===== src/rtl/boot_loader_dma.sv =====
// Descriptor-driven boot loader: walks a ROM descriptor list and copies
// word blocks from external memory into IM or DM at one word per cycle.
module boot_loader_dma #(
  parameter int unsigned DATA_W = 32,
  parameter int unsigned ROM_AW = 8,
  parameter int unsigned MEM_AW = 16,
  parameter int unsigned DST_AW = 12,
  parameter int unsigned IM_AW  = 10,
  parameter int unsigned DM_AW  = 12,
  parameter int unsigned LEN_W  = 7,
  parameter int unsigned DESC_W = 2 + MEM_AW + DST_AW + LEN_W
) (
  input  logic              clk,
  input  logic              rst,
  input  logic              system_enable,
  output logic              rom_enable,
  output logic              rom_read,
  output logic [ROM_AW-1:0] rom_address,
  input  logic [DESC_W-1:0] rom_out,
  output logic              MEM_en,
  output logic              MEM_read,
  output logic [MEM_AW-1:0] MEM_addr,
  input  logic [DATA_W-1:0] MEM_data,
  output logic              IM_enable,
  output logic              IM_write,
  output logic [IM_AW-1:0]  IM_address,
  output logic [DATA_W-1:0] IM_in,
  output logic              DM_enable,
  output logic              DM_write,
  output logic [DM_AW-1:0]  DM_address,
  output logic [DATA_W-1:0] DM_in,
  output logic              boot_done,
  output logic              boot_err,
  output logic [31:0]       boot_cycles,
  output logic [31:0]       words_copied
);

  typedef enum logic [2:0] {StIdle, StFetch, StDecode, StCopy, StDrain, StDone} state_e;

  localparam logic [ROM_AW-1:0] PtrMax = '1;
  localparam logic [LEN_W-1:0]  LenOne = 1;

  state_e              state_q, state_d;
  logic [ROM_AW-1:0]   ptr_q, ptr_d;
  logic [LEN_W-1:0]    k_q, k_d;
  logic                err_q, err_d;
  logic                last_q, tgt_q;
  logic [MEM_AW-1:0]   src_q;
  logic [DST_AW-1:0]   dst_q;
  logic [LEN_W-1:0]    len_q;
  logic [31:0]         cyc_q, words_q;

  // Descriptor fields as presented by the ROM during DECODE.
  logic                d_last, d_tgt;
  logic [MEM_AW-1:0]   d_src;
  logic [DST_AW-1:0]   d_dst;
  logic [LEN_W-1:0]    d_len;
  assign d_last = rom_out[DESC_W-1];
  assign d_tgt  = rom_out[DESC_W-2];
  assign d_src  = rom_out[LEN_W+DST_AW +: MEM_AW];
  assign d_dst  = rom_out[LEN_W +: DST_AW];
  assign d_len  = rom_out[LEN_W-1:0];

  // Write phase lags the read by one cycle: word k-1 lands while word k is requested.
  logic              wr, im_wr, dm_wr;
  logic [DST_AW-1:0] wr_off;
  assign wr     = (state_q == StCopy && k_q != '0) || state_q == StDrain;
  assign wr_off = dst_q + DST_AW'(k_q) - DST_AW'(1);
  assign im_wr  = wr & ~tgt_q;
  assign dm_wr  = wr & tgt_q;

  // Next-state logic: descriptor walk, skip/error decisions, copy counter.
  always_comb begin
    state_d = state_q;
    ptr_d   = ptr_q;
    k_d     = k_q;
    err_d   = err_q;
    unique case (state_q)
      StIdle: begin
        ptr_d = '0;
        if (system_enable) state_d = StFetch;
      end
      StFetch: state_d = StDecode;
      StDecode: begin
        k_d = '0;
        if (d_len == '0 || (!d_tgt && d_dst[DST_AW-1:IM_AW] != '0)) begin
          if (d_len != '0) err_d = 1'b1;
          if (d_last) begin
            state_d = StDone;
          end else if (ptr_q == PtrMax) begin
            err_d   = 1'b1;
            state_d = StDone;
          end else begin
            ptr_d   = ptr_q + 1'b1;
            state_d = StFetch;
          end
        end else begin
          state_d = StCopy;
        end
      end
      StCopy: begin
        k_d = k_q + 1'b1;
        if (k_q == len_q - LenOne) state_d = StDrain;
      end
      StDrain: begin
        if (last_q) begin
          state_d = StDone;
        end else if (ptr_q == PtrMax) begin
          err_d   = 1'b1;
          state_d = StDone;
        end else begin
          ptr_d   = ptr_q + 1'b1;
          state_d = StFetch;
        end
      end
      StDone: state_d = StDone;
      default: state_d = StIdle;
    endcase
  end

  // State, descriptor latch and performance counters.
  always_ff @(posedge clk or negedge rst) begin
    if (!rst) begin
      state_q <= StIdle;
      ptr_q   <= '0;
      k_q     <= '0;
      err_q   <= 1'b0;
      last_q  <= 1'b0;
      tgt_q   <= 1'b0;
      src_q   <= '0;
      dst_q   <= '0;
      len_q   <= '0;
      cyc_q   <= '0;
      words_q <= '0;
    end else begin
      state_q <= state_d;
      ptr_q   <= ptr_d;
      k_q     <= k_d;
      err_q   <= err_d;
      if (state_q == StDecode) begin
        last_q <= d_last;
        tgt_q  <= d_tgt;
        src_q  <= d_src;
        dst_q  <= d_dst;
        len_q  <= d_len;
      end
      if (state_q != StIdle && state_q != StDone && cyc_q != '1) cyc_q <= cyc_q + 1'b1;
      if (wr) words_q <= words_q + 1'b1;
    end
  end

  // Strobes decoded from state; addresses and data gated to zero when idle.
  always_comb begin
    rom_enable   = state_q == StFetch;
    rom_read     = rom_enable;
    rom_address  = rom_enable ? ptr_q : '0;
    MEM_en       = state_q == StCopy;
    MEM_read     = MEM_en;
    MEM_addr     = MEM_en ? src_q + MEM_AW'(k_q) : '0;
    IM_enable    = im_wr;
    IM_write     = im_wr;
    IM_address   = im_wr ? IM_AW'(wr_off) : '0;
    IM_in        = im_wr ? MEM_data : '0;
    DM_enable    = dm_wr;
    DM_write     = dm_wr;
    DM_address   = dm_wr ? DM_AW'(wr_off) : '0;
    DM_in        = dm_wr ? MEM_data : '0;
    boot_done    = state_q == StDone;
    boot_err     = err_q;
    boot_cycles  = cyc_q;
    words_copied = words_q;
  end

endmodule


===== config.mk =====
export PLATFORM = sky130hd
export DESIGN_NAME = boot_loader_dma
export DESIGN_NICKNAME = d
export VERILOG_FILES = /design/src/rtl/boot_loader_dma.sv
export SDC_FILE = /design/constraint.sdc
export NUM_CORES = 1
export LEC_CHECK = 0
export CAP_MARGIN = 20
export CORE_AREA = 2 2 113 158
export CTS_CLUSTER_DIAMETER = 60
export CTS_CLUSTER_SIZE = 16
export DETAILED_ROUTE_END_ITERATION = 8
export DIE_AREA = 0 0 115 160
export PLACE_DENSITY = 0.89
export SYNTH_ARGS = -nofsm -noshare
export SYNTH_HDL_FRONTEND = slang
export SYNTH_SLANG_ARGS = --single-unit
export TNS_END_PERCENT = 50

===== constraint.sdc =====
create_clock -name clk -period 3.3 [get_ports clk]
set_input_delay 0.66 -clock clk [delete_from_list [all_inputs] [get_ports clk]]
set_output_delay 0.66 -clock clk [all_outputs]
set_load 0.03 [all_outputs]

---- After elaboration in Yosys (flattened, before gate mapping) ----
Index checks and enable logic that the tools add are counted.
operators by class
  reductions and logical operators ........ 19
  muxes and demuxes ....................... 26
  $add $sub $neg .......................... 8
  equal/unequal tests ..................... 15
  bitwise operators ....................... 3
operators by type and width
  cell                     count
  $add A32 B1 Y32 const B  2
  $mux W32                 2
  $mux W8                  5
  $ne A32 B32 Y1 const B   1
  $pmux W8 S3              1
  $mux W3                  6
  $pmux W3 S6              1
  $add A16 B7 Y16          1
  $mux W16                 1
  $pmux W7 S2              1
  $reduce_bool A7 Y1       2
  $add A12 B7 Y12          1
  $mux W12                 1
  $sub A12 B1 Y12 const B  1
  $mux W10                 1
  $add A8 B1 Y8 const B    1
  $eq A8 B8 Y1 const B     1
  $ne A2 B2 Y1 const B     4
  $reduce_and A4 Y1        2
  $add A7 B1 Y7 const B    1
  $eq A7 B7 Y1             1
  $logic_not A7 Y1         1
  $sub A7 B1 Y7 const B    1
  $eq A3 B2 Y1 const B     2
  15 further kinds         30
storage, ports and cells
  input port bits ......................... 72
  output and inout bits ................... 184
  bits in registers ....................... 120

---- Logic depth before layout (Yosys ltp) ----
  depth in word-level cells ............... 6
  mapped depth ............................ 10

---- Worst setup path after synthesis ----
OpenSTA, ideal clock, no wires.
  path type ............................... reg-to-output
  from .................................... register k_q[1]
  to ...................................... output port DM_address[11]
  arrival ................................. 2.623 ns
  path slack .............................. 0.017 ns
  stages on the path, launching flop included .. 11
  data required time ...................... 2.640 ns
  path through ............................ dfrtp_1 -> inv_1 -> ha_1 -> inv_1 -> ha_1 -> fa_1 -> a211oi_1 -> o21ai_0 -> a41oi_1 -> xnor2_1 -> nor2_1
between the ends
  longest elaborated chain between the ends .. 5
  elaborated cells between the ends (all ways) .. 7
  those cells by class .................... 2 x add/sub; 1 x mux; 1 x bitwise; 3 x reduce/logical
RTL lines
  what                                                                     line  text
  from (decl)                                                              45    logic [LEN_W-1:0] k_q, k_d;
  from (signal assigned)                                                   138   k_q <= k_d;
  parallel branches: the longest is 4 deep, another holds $add A12 B7 Y12  -
  $mux W12 (*)                                                             166   DM_address = dm_wr ? DM_AW'(wr_off) : '0;
  to (decl)                                                                30    output logic [DM_AW-1:0] DM_address,
Every way passes the cells marked *.

---- Worst setup path after layout ----
  from .................................... register k_q[1]
  to ...................................... output port DM_address[7]
The elaborated chain is that of the path after synthesis.

==> impl_results.md <==
* Die H at 160 um
* RePlAce Congestion at 0.8626
* Antenna-violating nets left at 0
* Worst-path cell chain: inv_2, ha_4, inv_2, ha_4, fa_2, a211oi_2, buf_4, o21bai_1, a21oi_2, xor2_2, nor2_1, buf_4
* Top cells by area, synth: dfrtp_1 40%, xnor2_1 5.8%, ha_1 5.0%, and3_1 4.6%, xor2_1 4.0%
* Top_reg_cell synth: dfrtp_1
* Worst-Margin Slew at 0.8322 ns
* First-pass GRT wire length at 34790 um
* Final HPWL DP at 15700 um
* Critical path data required time at 2.64 ns
* Crit path capture type: output pin
* Setup-failing EPs final at 7
* Die area at 18400 um2
* Worst VDD drop at 0.4932 mV
* Initial DRC Count at 396
* Initial antenna violation count at 0
* Hold crit path type: input port to asynchronous set/reset pin
* Finished Cell Area at 10880 um2
* FF/Latch Area at 3003 um2
* Max-slew violation count at 0
* Area delta synth->final at 45.02%
* Placed Cells incl. Taps at 1261
* Num CTS Buffers at 17
* Cells after synthesis at 819
* Yosys warns at 0
* Total grt overflow at 0
* #FFs+latches synth at 120
* Hold slack at 0.1262 ns
* Tcrit/Tclk final at 1.025
* Sequential Power Share at 0.200
* Clk root buf: clkbuf_16
* Clock buffer depth at 2
* R2r setup slk at 0.84 ns
* R2r startpoint: k_q[1]
* CP top delay family: adder cells
* Antenna cells at 0
* Clk pwr share at 0.166
* Crit path max-delay cell type: dfrtp_1
* Vias in the first global route at 6995
* Setup CP Type: flip-flop to output pin
* Multi-input logic area at 4267 um2
* Clock latency on the worst-skew pair at 0.42 ns
* Synth top area share at 0.4003
* Switching portion of total power at 0.4770
* Fill cells at 1390
* EDFF count, synth at 0
* Int Pwr at 5.925 mW
* Metal2 WL at 11360 um
* Final hold vios at 0
* Psw at 5.403 mW
* Maxcap violations at 0
* Most frequent cells in the layout: 148 x clkdlybuf4s50_1, 122 x buf_4, 120 x dfrtp_1
* Commonest non-fill, non-tap cell in the layout: clkdlybuf4s50_1
* Synth cell types at 62
* Total leakage power at 4.983 nW
* CP startpoint: k_q[1]
* Largest net degree at the start of global routing at 102
* Hold Buf Count CTS at 0
* Max Fclk at 295.6 MHz
* Drt drc at 0
* Status: finished with violations
* Fin cells at 1299
* WL final at 21890 um
* CTS H-tree depth at 4
* Worst-path clk slew at 0.06 ns
* DR pass1 iterations at 4
* Logic pwr share at 0.634
* Layout cell share with drive strength beyond 1 at 0.1958
* Initial Util at 0.4382
* Layout Skew at 0.009466 ns
* Core Area at 17120 um2
* Fin crit period at 3.383 ns
* Nets at 1184
* CP bufs+invs at 4
* DR top layer: met4
* Chip Width at 115 um
* Worst slew margin at 0.4452
* CP peak stage delay at 0.35 ns
* # IOs at 256
* Crit Path Max Fanout at 2
* RSZ-0062 raised after global routing: true
* DP Area at 10090 um2
* Gr usage total at 0.2368
* Synthesized net count at 923
* Syn Std Cell Area at 7501 um2
* Met3 WL at 1119 um
* Mapped Avg Cell Area at 9.159 um2
* Pwr per Cell Area at 1041 nW/um2
* Vias per cell at 5.369
* M1 WL at 9104 um
* WP data arrival at 2.72 ns
* Synth area leader: dfrtp_1
* Min setup slack post-route at -0.08331 ns
* Async set-or-reset flop fraction in the synthesized netlist at 1.000
* Post-synthesis sequential area ratio at 0.4003
* Port bufs at 255
* CP Launch Type: flip-flop
* Failing checks: negative setup slack
* DR vias at 6974
* Cell Rows at 57
* CTS tree: built
* CTS Sinks at 120
* DR WL/cell at 16.85 um
==> timing repair <==
action / 4_1_cts / 5_1_grt
pin swaps: 11 / 12
resized for setup: 20 / 19
setup endpoints to repair: 84 / 99
setup buffers: 4 / 2
==> cells in the mapped netlist, drive strengths merged (7+ instances only) <==
library cell  number
nor3              20
a21oi             26
and3              55
nand3             32
and2              38
clkbuf            23
inv               52
xnor2             50
nor2              50
ha                30
nor4               7
a21o               8
nand2             59
o211ai             7
nand4             31
or3               12
buf               14
mux2              24
o21ai             54
xor2              34
dfrtp            120
==> layout make-up <==
class	instances	share of cell area
clock buffers	18	0.04037
clock inverters	14	0.01484
inverters	53	0.01852
multi-input cells	609	0.3922
flip-flops and latches	120	0.2761
well taps	206	0.02369
repair buffers	279	0.2343
==> logic make-up (layout without fill, tap and decap cells) <==
group           after synthesis  count (layout)  share of synthesized area
compound gates              132             132                     0.1136
xor+xnor                     84              84                    0.09808
fa+ha+maj                    32              32                    0.05538
buf+inv                      90             364                    0.04954
flops                       120             120                     0.4003
mux                          27              27                    0.04003
simple gates                334             334                     0.2430
==> power by group through the flow <==
stage / Clock (mW) / Sequential (mW) / Combinational [mW]
after detailed placement: 0 / 2.28 / 6.70
final: 1.88 / 2.27 / 7.18
after global routing: 2.00 / 2.33 / 7.75
after floorplan: 0 / 2.34 / 4.40
after CTS: 1.92 / 2.26 / 6.97
after global placement: 0 / 2.27 / 6.58
==> through the flow <==
| stage | utilization | TNS (ns) | total power, mW | worst slack (ns) |
|---|---|---|---|---|
| 2_1_floorplan | - | 0 | 6.734 | 0.01651 |
| 3_3_place_gp | 0.5890 | 0 | 8.850 | 0.07496 |
| 3_5_place_dp | 0.5894 | 0 | 8.978 | 0.04601 |
| 4_1_cts | 0.6306 | -0.2150 | 11.15 | -0.1035 |
| 5_1_grt | 0.6355 | -1.517 | 12.08 | -0.1912 |
| 6_report | 0.6355 | -0.2576 | 11.33 | -0.08331 |
==> flip-flops by register name (all words and copies together), names as in the netlist <==
register	flops
boot_cycles	32
boot_err	1
dst_q	12
k_q	7
last_q	1
len_q	7
ptr_q	8
src_q	16
state_q	3
tgt_q	1
words_copied	32
==> routing by layer <==
layer,track usage,up-vias
met1,0.2949,3388
li1,-,3384
met2,0.4051,175
met4,0.06572,0
met3,0.05882,27
met5,0,-
==> path summary, 6_finish.rpt <==
| check | cells past startpoint | to |
|---|---|---|
| worst min register to register | 1 | words_copied[31] |
| max in group asynchronous | 2 | dst_q[7] |
| worst max-delay path | 12 | DM_address[7] |
| min in group clk | 1 | words_copied[31] |
| worst max register to register | 8 | words_copied[22] |
| worst min-delay path | 1 | words_copied[8] |
No activity file was read; power rests on OpenSTA's default activity.
